==> config.mk <==
export PLATFORM = sky130hd
export DESIGN_NAME = mux6b2_arbiter
export DESIGN_NICKNAME = d
export VERILOG_FILES = /design/src/rtl/mux6b2_arbiter.sv
export SDC_FILE = /design/constraint.sdc
export NUM_CORES = 1
export LEC_CHECK = 0
export CORE_MARGIN = 2
export CORE_UTILIZATION = 46
export DETAILED_ROUTE_END_ITERATION = 10
export PLACE_DENSITY = 0.76
export SLEW_MARGIN = 5
export SYNTH_ARGS = -nofsm -noshare
export SYNTH_HDL_FRONTEND = slang
export SYNTH_SLANG_ARGS = --single-unit
==> constraint.sdc <==
create_clock -name CLK -period 2.2 [get_ports CLK]
set_input_delay 0.66 -clock CLK [delete_from_list [all_inputs] [get_ports CLK]]
set_output_delay 0.66 -clock CLK [all_outputs]
set_load 0.005 [all_outputs]
==> src/rtl/mux6b2_arbiter.sv <==
// Two-requester round-robin arbiter feeding a one-entry output register.
// Requesters A and B share a single 2:1 select path. A grant lasts until the
// holder drops valid or has made MAX_BURST consecutive transfers while the
// other requester is waiting.
module mux6b2_arbiter #(
    parameter int unsigned WIDTH     = 6,
    parameter int unsigned MAX_BURST = 4,
    parameter int unsigned FIRST_PRI = 0
) (
    input  logic             CLK,
    input  logic             Reset_n,
    input  logic [WIDTH-1:0] a_data,
    input  logic             a_valid,
    output logic             a_ready,
    input  logic [WIDTH-1:0] b_data,
    input  logic             b_valid,
    output logic             b_ready,
    output logic [WIDTH-1:0] r_data,
    output logic             r_valid,
    input  logic             r_ready,
    output logic             sel,
    output logic             busy
);

    typedef enum logic [1:0] {
        StIdle,
        StServeA,
        StServeB
    } state_t;

    // Count value of the last transfer allowed in one burst.
    localparam logic [3:0] LastCnt = 4'(MAX_BURST - 1);

    state_t     state;
    logic [3:0] burst_cnt;
    logic       pri;        // 0 = A wins the next IDLE tie, 1 = B
    logic       can_load;

    // Slot is free if empty or being drained this very cycle.
    always_comb begin
        can_load = !r_valid || r_ready;
        a_ready  = (state == StServeA) && a_valid && can_load;
        b_ready  = (state == StServeB) && b_valid && can_load;
        busy     = (state != StIdle);
    end

    // Arbitration FSM and the output register, all registered state.
    always_ff @(posedge CLK or negedge Reset_n) begin
        if (!Reset_n) begin
            state     <= StIdle;
            r_data    <= '0;
            r_valid   <= 1'b0;
            sel       <= 1'b0;
            burst_cnt <= 4'd0;
            pri       <= 1'(FIRST_PRI);
        end else begin
            // A load wins over a pop, so a same-cycle pop+load keeps r_valid high.
            if (a_ready) begin
                r_data  <= a_data;
                r_valid <= 1'b1;
            end else if (b_ready) begin
                r_data  <= b_data;
                r_valid <= 1'b1;
            end else if (r_ready) begin
                r_valid <= 1'b0;
            end

            unique case (state)
                StIdle: begin
                    if (a_valid && (!b_valid || !pri)) begin
                        state     <= StServeA;
                        sel       <= 1'b0;
                        burst_cnt <= 4'd0;
                    end else if (b_valid) begin
                        state     <= StServeB;
                        sel       <= 1'b1;
                        burst_cnt <= 4'd0;
                    end
                end
                StServeA: begin
                    if (!a_valid) begin
                        pri       <= 1'b1;
                        burst_cnt <= 4'd0;
                        if (b_valid) begin
                            state <= StServeB;
                            sel   <= 1'b1;
                        end else begin
                            state <= StIdle;
                        end
                    end else if (a_ready) begin
                        if (burst_cnt == LastCnt) begin
                            // Burst used up: hand over only if B is waiting.
                            burst_cnt <= 4'd0;
                            if (b_valid) begin
                                state <= StServeB;
                                sel   <= 1'b1;
                                pri   <= 1'b0;
                            end
                        end else begin
                            burst_cnt <= burst_cnt + 4'd1;
                        end
                    end
                end
                StServeB: begin
                    if (!b_valid) begin
                        pri       <= 1'b0;
                        burst_cnt <= 4'd0;
                        if (a_valid) begin
                            state <= StServeA;
                            sel   <= 1'b0;
                        end else begin
                            state <= StIdle;
                        end
                    end else if (b_ready) begin
                        if (burst_cnt == LastCnt) begin
                            burst_cnt <= 4'd0;
                            if (a_valid) begin
                                state <= StServeA;
                                sel   <= 1'b0;
                                pri   <= 1'b1;
                            end
                        end else begin
                            burst_cnt <= burst_cnt + 4'd1;
                        end
                    end
                end
                default: state <= StIdle;
            endcase
        end
    end

endmodule
==> Word level (Yosys, flattened, before mapping) <==
Index checks and enable logic that the tools add are counted.
W data, S select, Z words.
{ "op_classes": {"addsub": 1, "n_eq_ne": 10, "n_mux": 44, "n_reduce_logical": 20} }
{ "ops": {"columns": ["cell", "count"], "rows": [
  ["$mux W4", 7],
  ["$mux W1", 21],
  ["$mux W2", 10],
  ["$ne A3 B3 Y1 const B", 5],
  ["$mux W6", 2],
  ["$pmux W4 S3", 1],
  ["$reduce_and A5 Y1", 2],
  ["$reduce_and A7 Y1", 1],
  ["$ne A3 B2 Y1 const B", 2],
  ["$pmux W2 S3", 1],
  ["$reduce_bool A2 Y1", 3],
  ["$reduce_bool A3 Y1", 2],
  ["$logic_and A1 B1 Y1", 5],
  ["$add A4 B1 Y4 const B", 1],
  ["$eq A4 B2 Y1 const B", 1],
  ["$reduce_and A4 Y1", 1],
  ["$logic_not A1 Y1", 3],
  ["$pmux W1 S3", 1],
  ["$eq A2 B1 Y1 const B", 1],
  ["$eq A2 B2 Y1 const B", 1],
  ["$logic_not A2 Y1", 1],
  ["$logic_or A1 B1 Y1", 2],
  ["$pmux W1 S2", 1]
]} }
{ "word_totals": {"regBits": 15, "inputBits": 17, "output_inout_bits": 11, "elab_cells": 81} }

==> Depth between registers and ports, before layout <==
Gate-level depths: netlist (run 1).
{ "logic_depth": {"word_depth": 6, "mapped_depth": 6, "ltp_nobuf": 6} }

==> Worst setup path after synthesis (run 1) <==
OpenSTA, ideal clock, no wires.
{ "synth_path": {"path_kind": "input -> output", "startpoint": "input port r_ready", "endpoint": "output port a_ready", "t_arrival_ns": 1.332, "required_time_ns": 1.540, "setup_slack_ns": 0.208, "path_stages": 4, "path_buffers": 1, "path_cell_list": "nand2b_1 > nand3_1 > clkbuf_1 > inv_1"} }
{ "synth_via": {"elab_chain_cells": 2} }
{ "synth_rtl": {"columns": ["item", "line", "source"], "rows": [
  ["start: declaration", "20", "input logic r_ready,"],
  ["$logic_or A1 B1 Y1", "41", "can_load = !r_valid || r_ready;"],
  ["$logic_and A1 B1 Y1", "42", "a_ready = (state == StServeA) && a_valid && can_load;"],
  ["end: declaration", "14", "output logic a_ready,"]
]} }
Every way passes these cells.

==> Worst setup path in the final report (run 1) <==
{ "layout_path": {"startpoint": "register state[1]", "endpoint": "output port busy"} }
{ "layout_via": {"elab_chain_cells": 1} }
{ "layout_rtl": {"columns": ["item", "line", "source"], "rows": [
  ["start: declaration", "34", "state_t state;"],
  ["start signal: assignment", "50", "state <= StIdle;"],
  ["start signal: assignment", "71", "state <= StServeA;"],
  ["start signal: assignment", "75", "state <= StServeB;"],
  ["$reduce_bool A2 Y1", "44", "busy = (state != StIdle);"],
  ["end: declaration", "22", "output logic busy"]
]} }
Every way passes these cells.

==> results of run 1 <==
## what timing repair did
item,4_1_cts,5_1_grt
setup buffers,2,0
setup endpoints to repair,3,4
resized for setup,8,5
pin swaps,0,0
## worst min-delay path, cell delays in order, from the launching register on
cell and delay, ps:
dfrtp_1 380, nand2_1 50, o21ai_0 70
## synthesized netlist by cell type, types with 2 or more instances
| cell type | number |
|---|---|
| ha_1 | 5 |
| nor2b_1 | 3 |
| a21oi_1 | 8 |
| nand2b_1 | 2 |
| nor2_1 | 11 |
| nand3_1 | 2 |
| mux2i_1 | 7 |
| and3_1 | 4 |
| dfrtp_1 | 15 |
| a31oi_1 | 3 |
| a22o_1 | 2 |
| nand2_1 | 7 |
| a22oi_1 | 2 |
| o21ai_0 | 8 |
| inv_1 | 9 |
## power breakdown
group	total [mW]	switching, mW	internal, mW
clock	0.165	0.0972	0.0674
combinational	1.02	0.469	0.549
sequential	0.461	0.0764	0.384
total	1.64	0.642	1.00
## flip-flops by register name (all words and copies together) (netlist names)
register and flops:
sel 1, state 2, burst_cnt 4, pri 1
r_valid 1, r_data 6
## worst max path at each step
stage	endpoint	cells after the start
2_1_floorplan	a_ready	4
5_1_grt	busy	4
3_3_place_gp	a_ready	5
4_1_cts	a_ready	4
6_report	busy	4
3_5_place_dp	a_ready	5
## cell type report
cell class,count,share of cell area [%]
Clock buffer,3,1.596
Timing Repair Buffer,41,26.60
Sequential cell,15,26.60
Clock inverter,1,0.3546
Inverter,9,2.394
Tap cell,27,2.394
Multi-Input combinational cell,80,40.07
## cell families (layout without fill, tap and decap cells)
group,Yosys count,count (layout),share of synthesized area [%]
muxes,8,8,8.420
buffers and inverters,12,54,5.829
adders and majority gates,5,5,6.477
AOI/OAI and AO/OA,32,32,22.02
and+or+nand+nor,35,35,18.39
DFF,15,15,38.86
## metal layers
metal  routed length [um]  vias up  track usage, %
li1                     -      471               -
met1                 1143      479           29.31
met2                 1393       16           37.78
met3                   78        2           3.939
met4                    9        0           4.630
met5                    0        -               0
## metrics by stage
| step | power [mW] | cells |
|---|---|---|
| 6_report | 1.643 | 176 |
| 5_1_grt | 1.773 | 176 |
| 3_3_place_gp | 1.353 | 170 |
| 3_5_place_dp | 1.389 | 170 |
| 4_1_cts | 1.593 | 176 |
| 2_1_floorplan | 0.9772 | 107 |
==> metrics.md, run 1 <==
| Metric | Value |
|---|---|
| FF-to-FF Start | `state[1]` |
| Die extent in x | `49.83 um` |
| Crit path buffers/inverters | `3` |
| Post-layout util | `71.94%` |
| Drt drc | `0` |
| Clk slew on worst S/H paths | `100 ps` |
| Max rail drop VDD | `roughly 0.65 mV` |
| Post-synth top flop | `dfrtp_1` |
| Ys Warns | `0` |
| Commonest non-fill, non-tap cell in the layout | `clkdlybuf4s50_1` |
| Critical Path RT | `1540 ps` |
| First-pass GRT wire length | `approximately 4300 um` |
| Dpl cell area | `roughly 1300 sq um` |
| Commonest non-fill, non-tap cells in the layout | `clkdlybuf4s50_1 (22), dfrtp_1 (15), buf_4 (14)` |
| Area leader, netlist | `dfrtp_1` |
| Starting Density | `approximately half` |
| Final-stage net count | `roughly 170` |
| Skew final | `1.662 ps` |
| Core region area | `slightly below 2000 sq um` |
| Min cycle time layout | `about 2200 ps` |
| Initial antenna violation count | `0` |
| Die area | `around 2500 sq um` |
| Antenna viol nets, final | `0` |
| Yosys reg bits | `15` |
| Via count | `a little under 1000` |
| RSZ-0062 raised after global routing | `false` |
| Gp weighted congestion | `around 0.94` |
| WL/cell | `roughly 15 um` |
| Hold Slack | `approximately 530 ps` |
| Post-CTS Hold Buffers | `0` |
| Slowest-stage cell, CP | `clkdlybuf4s50_1` |
| CP most frequent cell | `inv_1` |
| Peak Freq | `460.3 MHz` |
| Largest net degree at the start of global routing | `16` |
| Startpoint Class | `flop` |
| CTS buffer count | `3` |
| R2r setup slk | `~170 ps` |
| CTS root buf | `clkbuf_4` |
| Hold Crit Depth | `2` |
| Detailed Place HPWL | `around 2000 um` |
| Unique masters post-synth | `34` |
| DR vias/cell | `between 5 and 6` |
| Hold Path Origin | `burst_cnt[1]` |
| Cell Rows | `16` |
| Die height | `49.83 um` |
| Worst Path Arrival | `roughly 1500 ps` |
| CP delay by family, top | `buffers and inverters` |
| CP max FO | `5` |
| Final hold vios | `0` |
| Reg area | `about 380 sq um` |
| Clock Path Buffers | `2` |
| PortBufs | `27` |
| Rel. slew slack | `between 70% and 80%` |
| Initial DRC count | `11` |
| CP max stage delay | `490 ps` |
| Pwr Density | `between 1000 and 1500 nW/um^2` |
| Layout fillers | `approximately 170` |
| Reg2reg path depth | `7` |
| Worst Path Class, Setup | `reg -> out` |
| Multi-input gate area | `approximately 570 sq um` |
| Vias in the first global route | `987` |
| I/O pin total | `28` |
| Ratio of cells with drive above 1 in the final layout | `18.79%` |
| Final non-filler cell area | `~1400 sq um` |
| Worst setup margin | `~28 ps` |
| Leakage power | `~0.65 nW` |
| Worst path cell trace | `inv_1, ha_4, inv_1, clkdlybuf4s50_1` |
| Clock latency on the worst-skew pair | `280 ps` |
| Worst slack, placed | `-398.4 ps` |
| Status | `completed` |
| Sink Count | `15` |
| Final setup fails | `0` |
| CTS tree | `built` |
| RR Endpoint | `burst_cnt[2]` |
| Total track usage | `between 20% and 30%` |
| First-pass DRT Iterations | `4` |
| Setup TNS | `0 ps` |
| H-tree depth reported by CTS | `1` |
| Post-Syn Nets | `129` |
| Drt total wl | `2625 um` |
| CP startpoint | `state[1]` |
| Top cells by area, synth | `dfrtp_1 (39%), mux2i_1 (7.3%), ha_1 (6.5%), nor2_1 (4.3%), a21oi_1 (4.1%)` |
| Mapped Area | `965.9 sq um` |
| Worst-margin pin slew | `a little over 300 ps` |
| Antenna cells | `0` |
| Share of the synthesized area in the top cell type | `38.86%` |
| Grt ovf | `0` |
| Asr flop ratio synth | `100.0%` |
| Sequential-to-total area share from yosys stat | `about two fifths` |
| MaxCap Viol Count | `0` |
| Area growth syn-to-layout | `46.11%` |
| Endpoint class of the critical path | `primary output` |
| Final Max Slew Viols | `0` |
| Fin crit share | `between 90% and 100%` |
| Cells after Synth | `107` |
| Hold EP | `burst_cnt[1]` |
| Syn avg cell area | `~9 sq um` |
| Hold Crit Class | `reg -> reg` |
| EDFF count, synth | `0` |
(Power assumes the default switching activity.)
==> run 2: changes to the inputs <==
--- a/config.mk
+++ b/config.mk
@@ -6,9 +6,10 @@
 export NUM_CORES = 1
 export LEC_CHECK = 0
 export CORE_MARGIN = 2
-export CORE_UTILIZATION = 46
+export CORE_UTILIZATION = 48
+export CTS_BUF_LIST = sky130_fd_sc_hd__clkbuf_8
 export DETAILED_ROUTE_END_ITERATION = 10
-export PLACE_DENSITY = 0.76
+export PLACE_DENSITY = 0.79
 export SLEW_MARGIN = 5
 export SYNTH_ARGS = -nofsm -noshare
 export SYNTH_HDL_FRONTEND = slang
==> run 2 against run 1 <==
Compared with the run above: worst setup slack improved by 10 ps; fmax rose by 0.47%; flip-flop and latch count did not move; final area rose by 0.71%; critical endpoint is now b_ready; largest power group unchanged.
==> metrics.md, run 2 (synthesis gave the netlist of run 1 again) <==
| Metric | Value |
|---|---|
| Vias in the first global route | `858 (-13%)` |
| Hold Crit Class | `reg -> reg` |
| CTS root buf | `clkbuf_8` |
| Die extent in x | `48.86 um (-1.9%)` |
| Drt drc | `0 (unchanged)` |
| Drt total wl | `2343 um (-11%)` |
| Core region area | `1922 sq um (-2.0%)` |
| Final Max Slew Viols | `0 (unchanged)` |
| CTS tree | `built` |
| Skew final | `0.8921 ps (-0.7702 ps)` |
| Detailed Place HPWL | `1795 um (-8.9%)` |
| Final hold vios | `0 (unchanged)` |
| MaxCap Viol Count | `0 (unchanged)` |
| Endpoint class of the critical path | `primary output` |
| Status | `completed` |
| Startpoint Class | `input port` |
| Starting Density | `50.26% (+1.0 points)` |
| Fin cells | `175 (-0.57%)` |
| First-pass DRT Iterations | `4 (unchanged)` |
| Critical Path RT | `1540 ps (about the same)` |
| H-tree depth reported by CTS | `1 (unchanged)` |
| Placed instance count | `169 (-0.59%)` |
| RSZ-0062 raised after global routing | `false` |
| Pwr Density | `1179 nW/um^2 (+1.3%)` |
| I/O pin total | `28 (unchanged)` |
| Gp weighted congestion | `0.9359 (-0.37%)` |
| Largest net degree at the start of global routing | `16 (unchanged)` |
| Commonest non-fill, non-tap cell in the layout | `clkdlybuf4s50_1` |
| Layout fillers | `155 (-8.3%)` |
| Total power | `1.676 mW (+2.0%)` |
| Initial DRC count | `29 (+18)` |
| CP max FO | `2 (-3)` |
| Max FFs per register | `6 (unchanged)` |
| DR vias/cell | `5.240 (-4.7%)` |
| Peak Freq | `462.5 MHz (+0.47%)` |
| Initial antenna violation count | `0 (unchanged)` |
| Sink Count | `15 (unchanged)` |
| Dpl cell area | `1330 sq um (-0.56%)` |
| PortBufs | `27 (unchanged)` |
| Fin crit share | `98.28% (-0.47 points)` |
| Largest Register | `r_data` |
| Final setup fails | `0 (unchanged)` |
| Min cycle time layout | `2162 ps (-10.24 ps)` |
| Antenna viol nets, final | `0 (unchanged)` |
| First-pass GRT wire length | `4077 um (-5.4%)` |
| Cell Rows | `16 (unchanged)` |
| Via count | `917 (-5.3%)` |
| Antenna cells | `0 (unchanged)` |
| CTS buffer count | `3 (unchanged)` |
| Clock latency on the worst-skew pair | `240 ps (-40 ps)` |
| Grt ovf | `0 (unchanged)` |
| Final non-filler cell area | `1421 sq um (+0.71%)` |
| Commonest non-fill, non-tap cells in the layout | `clkdlybuf4s50_1 (23), dfrtp_1 (15), buf_4 (13)` |
| Worst-margin pin slew | `366.0 ps (+57.15 ps)` |
| Total track usage | `21.58% (-0.60 points)` |
| Worst Path Arrival | `1500 ps (about the same)` |
| Ratio of cells with drive above 1 in the final layout | `18.24% (-0.55 points)` |
| Post-layout util | `73.96% (+2.0 points)` |
| Leakage power | `0.6532 nW (+0.22%)` |
| Largest regs | `r_data: 6 flops, burst_cnt: 4 flops, state: 2 flops` |
| WL/cell | `13.39 um (-10%)` |
| Max rail drop VDD | `0.6510 mV (+0.33%)` |
| Die area | `2387 sq um (-3.8%)` |
| Worst Path Class, Setup | `in -> out` |
| Die height | `48.86 um (-1.9%)` |
| Post-CTS Hold Buffers | `0 (unchanged)` |
| Area growth syn-to-layout | `47.15%` |
| Clock Path Buffers | `2 (unchanged)` |
| Rel. slew slack | `75.52% (-3.7 points)` |
| Final-stage net count | `171 (-0.58%)` |
| Clk slew on worst S/H paths | `60 ps (-40 ps)` |
[run 2: cell count changes in the layout (fill, tap and decap cells not counted), sizes merged]
cell           previous run  this run
dlygate4sd2               3         1
clkdlybuf4s50            22        23
[run 2: repair_timing]
item / in CTS / in global routing
buffers inserted: 1 / 1
setup endpoints to repair: 3 / 4
cloned: 0 / 0
pin swaps: 1 / 1
resized for setup: 10 / 4
[run 2: worst paths after layout]
path                         startpoint      endpoint  slack [ps]  cells past startpoint
setup reg to reg               state[1]  burst_cnt[0]         180                      6
hold / removal             burst_cnt[1]  burst_cnt[1]         520                      2
setup / recovery                b_valid       b_ready          40                      4
max in group asynchronous       Reset_n           pri        1300                      2
hold reg to reg            burst_cnt[1]  burst_cnt[1]         520                      2
min in group asynchronous       Reset_n     r_data[4]         730                      2
[run 2: power by group]
part | internal [mW] | switching, mW
Sequential | 0.386 | 0.0725
Clock | 0.125 | 0.0973
Combinational | 0.540 | 0.455
[run 2: metal layers]
| layer | wire, um | share of wire, % | vias up | track usage, % |
|---|---|---|---|---|
| met5 | 0 | 0 | - | 0 |
| met4 | 8 | 0.34 | 0 | 3.810 |
| met3 | 106 | 4.5 | 2 | 3.988 |
| met2 | 1139 | 49 | 23 | 34.25 |
| met1 | 1088 | 46 | 426 | 30.99 |
| li1 | - | - | 466 | - |
[run 2: layout make-up]
cell class / count / area (sq um) / share of cell area [%]
multi-input cells: 80 / 568.0 / 39.96
flip-flops and latches: 15 / 375.4 / 26.41
repair buffers: 40 / 364.1 / 25.62
clock buffers: 3 / 41.29 / 2.905
inverters: 9 / 33.78 / 2.377
well taps: 27 / 33.78 / 2.377
clock inverters: 1 / 5.005 / 0.3521
[run 2: worst max-delay path, cell delays in order]
cell and delay, ps:
clkdlybuf4s50_1 490, nand2_1 90, nor2_2 130, buf_2 140
[run 2: per-stage QoR]
stage	setup slack, ps	setup TNS (ps)	hold WS [ps]
floorplan	208.3	0	364.4
global placement	-388.9	-1169	494.1
detailed placement	-386.0	-1275	510.0
CTS	7.252	0	524.3
global route	0.9661	0	557.1
finish	37.89	0	518.0
==> run 3: changes to the inputs <==
--- a/config.mk
+++ b/config.mk
@@ -5,11 +5,13 @@
 export SDC_FILE = /design/constraint.sdc
 export NUM_CORES = 1
 export LEC_CHECK = 0
+export CELL_PAD_IN_SITES_DETAIL_PLACEMENT = 0
+export CELL_PAD_IN_SITES_GLOBAL_PLACEMENT = 1
 export CORE_MARGIN = 2
-export CORE_UTILIZATION = 48
+export CORE_UTILIZATION = 36
 export CTS_BUF_LIST = sky130_fd_sc_hd__clkbuf_8
 export DETAILED_ROUTE_END_ITERATION = 10
-export PLACE_DENSITY = 0.79
+export PLACE_DENSITY = 0.8
 export SLEW_MARGIN = 5
 export SYNTH_ARGS = -nofsm -noshare
 export SYNTH_HDL_FRONTEND = slang
==> run 3 against run 2 <==
Compared with the run above: sequential share of layout area unchanged; flip-flop and latch count did not move; via count decreased by 0.44%; die area up 30%; clock power is 5% higher; combinational power is 4.0% lower; sequential power barely moved; hold slack better by 7.0 ps; final area unchanged; clock skew rose by 2.3 ps; critical path type is now reg -> out; global-route usage shrank 5.0 points; count of clock-buffer cells in the layout is the same.
==> metrics.md, run 3 (synthesis gave the netlist of run 1 again) <==
| Metric | Value |
|---|---|
| Final non-filler cell area | `1421 sq um (unchanged)` |
| CTS buffer count | `3 (unchanged)` |
| Drt total wl | `2508 um (+7.0%)` |
| Final-stage net count | `171 (unchanged)` |
| Crit path buffers/inverters | `3 (+1)` |
| Drt drc | `0 (unchanged)` |
| Clk slew on worst S/H paths | `60 ps (about the same)` |
| Total track usage | `16.58% (-5.0 points)` |
| CP most frequent cell | `inv_1` |
| Ratio of cells with drive above 1 in the final layout | `18.92% (+0.68 points)` |
| Leakage power | `0.6493 nW (-0.60%)` |
| Post-layout util | `56.86% (-17 points)` |
| Antenna cells | `0 (unchanged)` |
| First-pass DRT Iterations | `4 (unchanged)` |
| First-pass GRT wire length | `4036 um (-1.0%)` |
| Hold Crit Class | `reg -> reg` |
| Final Max Slew Viols | `0 (unchanged)` |
| Grt ovf | `0 (unchanged)` |
| PortBufs | `27 (unchanged)` |
| Max FFs per register | `6 (unchanged)` |
| Clock Path Buffers | `2 (unchanged)` |
| Via count | `913 (-0.44%)` |
| Worst-margin pin slew | `319.7 ps (-46.32 ps)` |
| Flop pwr share | `27.7% (+0.4 points)` |
| Die extent in x | `55.80 um (+14%)` |
| Pint | `1.030 mW (-2.0%)` |
| Initial antenna violation count | `0 (unchanged)` |
| Critical Path Sink | `busy` |
| Switching part of the total | `37.46% (+0.16 points)` |
| Largest Register | `r_data` |
| Gp weighted congestion | `0.8436 (-9.9%)` |
| Antenna viol nets, final | `0 (unchanged)` |
| Dpl cell area | `1334 sq um (+0.28%)` |
| CP startpoint | `state[1]` |
| Largest regs | `r_data: 6 flops, burst_cnt: 4 flops, state: 2 flops` |
| Critical Path RT | `1540 ps (about the same)` |
| Part of the power in the clock network | `14.3% (+1.0 points)` |
| Initial DRC count | `17 (-41%)` |
| Commonest non-fill, non-tap cell in the layout | `clkdlybuf4s50_1` |
| Startpoint Class | `flop` |
| CP max FO | `5 (+3)` |
| Layout fillers | `232 (+50%)` |
| Largest net degree at the start of global routing | `16 (unchanged)` |
| Core region area | `2500 sq um (+30%)` |
| Skew final | `3.153 ps (+2.261 ps)` |
| WL/cell | `14.09 um (+5.2%)` |
| Final hold vios | `0 (unchanged)` |
| Starting Density | `38.64% (-12 points)` |
| Clock latency on the worst-skew pair | `250 ps (about the same)` |
| Hold Path Origin | `burst_cnt[1]` |
| Commonest non-fill, non-tap cells in the layout | `clkdlybuf4s50_1 (22), dfrtp_1 (15), buf_4 (13)` |
| Final setup fails | `0 (unchanged)` |
| Pwr Density | `1159 nW/um^2 (-1.8%)` |
| CP delay by family, top | `buffers and inverters` |
| H-tree depth reported by CTS | `1 (unchanged)` |
| Worst path cell trace | `inv_1, ha_2, inv_1, clkdlybuf4s50_1` |
| Worst Path Class, Setup | `reg -> out` |
| I/O pin total | `28 (unchanged)` |
| DR vias/cell | `5.129 (-2.1%)` |
| Peak Freq | `464.5 MHz (+0.44%)` |
| Hold Crit Depth | `2 (unchanged)` |
| FF-to-FF Start | `state[0]` |
| Share of total power in combinational logic | `58.0% (-1.4 points)` |
| CTS tree | `built` |
| Critical Path Stages | `4 (unchanged)` |
| Min cycle time layout | `2153 ps (-9.399 ps)` |
| Cell Rows | `18 (+2)` |
| Sink Count | `15 (unchanged)` |
| Slowest-stage cell, CP | `clkdlybuf4s50_1` |
| Endpoint class of the critical path | `primary output` |
| RR Endpoint | `burst_cnt[0]` |
| Worst Path Arrival | `1490 ps (about the same)` |
| P_sw | `0.6169 mW (-1.3%)` |
| Area growth syn-to-layout | `47.15% (unchanged)` |
| Fin crit share | `97.85% (-0.43 points)` |
| Max rail drop VDD | `0.6126 mV (-5.9%)` |
| CP max stage delay | `430 ps (-60 ps)` |
| Die height | `55.80 um (+14%)` |
| Vias in the first global route | `860 (+0.23%)` |
| Reg2reg path depth | `6 (unchanged)` |
| CTS root buf | `clkbuf_8` |
| Rel. slew slack | `78.62% (+3.1 points)` |
| Detailed Place HPWL | `1915 um (+6.7%)` |
| R2r setup slk | `250 ps (+70 ps)` |
| Die area | `3114 sq um (+30%)` |
| MaxCap Viol Count | `0 (unchanged)` |
| Status | `completed` |
[run 3: changes by cell type in the layout (fill, tap and decap cells not counted), sizes merged]
cell and change:
clkdlybuf4s50 -1, dlygate4sd2 +1, clkdlybuf4s15 +1, buf -1
[run 3: per-layer routing]
metal	global-route usage, %	wire [um]	up-vias
met4	5.226	28	0
li1	-	-	466
met3	3.256	68	5
met1	22.03	1184	429
met5	0	0	-
met2	27.04	1227	13
[run 3: worst reg2reg max path, delay by kind of cell, from the launching register on]
family / cells / cell delay, ps
compound gates: 2 / 650
mux: 1 / 280
buf+inv: 2 / 320
fa+ha+maj: 1 / 210
flops: 1 / 380
[run 3: worst min-delay path by stage]
| stage | endpoint |
|---|---|
| floorplan | burst_cnt[0] |
| CTS | burst_cnt[1] |
| detailed placement | burst_cnt[1] |
| global placement | burst_cnt[1] |
| finish | burst_cnt[1] |
| global route | burst_cnt[1] |
[run 3: cell type report]
type	instances	area [sq um]	area share (%)
Multi-Input combinational cell	80	558.0	39.26
Sequential cell	15	375.4	26.41
Timing Repair Buffer	40	370.4	26.06
Clock buffer	3	41.29	2.905
Tap cell	30	37.54	2.641
Inverter	9	33.78	2.377
Clock inverter	1	5.005	0.3521
[run 3: per-stage QoR]
step | std cells | hold WS, ps | power (mW) | worst slack (ps) | setup TNS [ps]
2_1_floorplan | 107 | 364.4 | 0.9772 | 208.3 | 0
3_3_place_gp | 172 | 496.8 | 1.346 | -397.4 | -1247
3_5_place_dp | 172 | 503.2 | 1.368 | -384.8 | -1317
4_1_cts | 177 | 518.7 | 1.624 | 3.199 | 0
5_1_grt | 178 | 559.7 | 1.772 | -27.04 | -27.04
6_report | 178 | 525.0 | 1.647 | 47.29 | 0
[run 3: power by group through the flow]
| stage | Clock [mW] | Sequential [mW] | Combinational [mW] |
|---|---|---|---|
| after floorplan | 0 | 0.458 | 0.519 |
| after global placement | 0 | 0.457 | 0.888 |
| after detailed placement | 0 | 0.463 | 0.905 |
| after CTS | 0.237 | 0.457 | 0.930 |
| after global routing | 0.252 | 0.469 | 1.05 |
| final | 0.235 | 0.456 | 0.956 |
[run 3: what timing repair did]
action	CTS	global route
resized for setup	10	4
buffers inserted	1	1
pin swaps	1	0
endpoints found under the setup margin	3	3
hold buffers	0	0
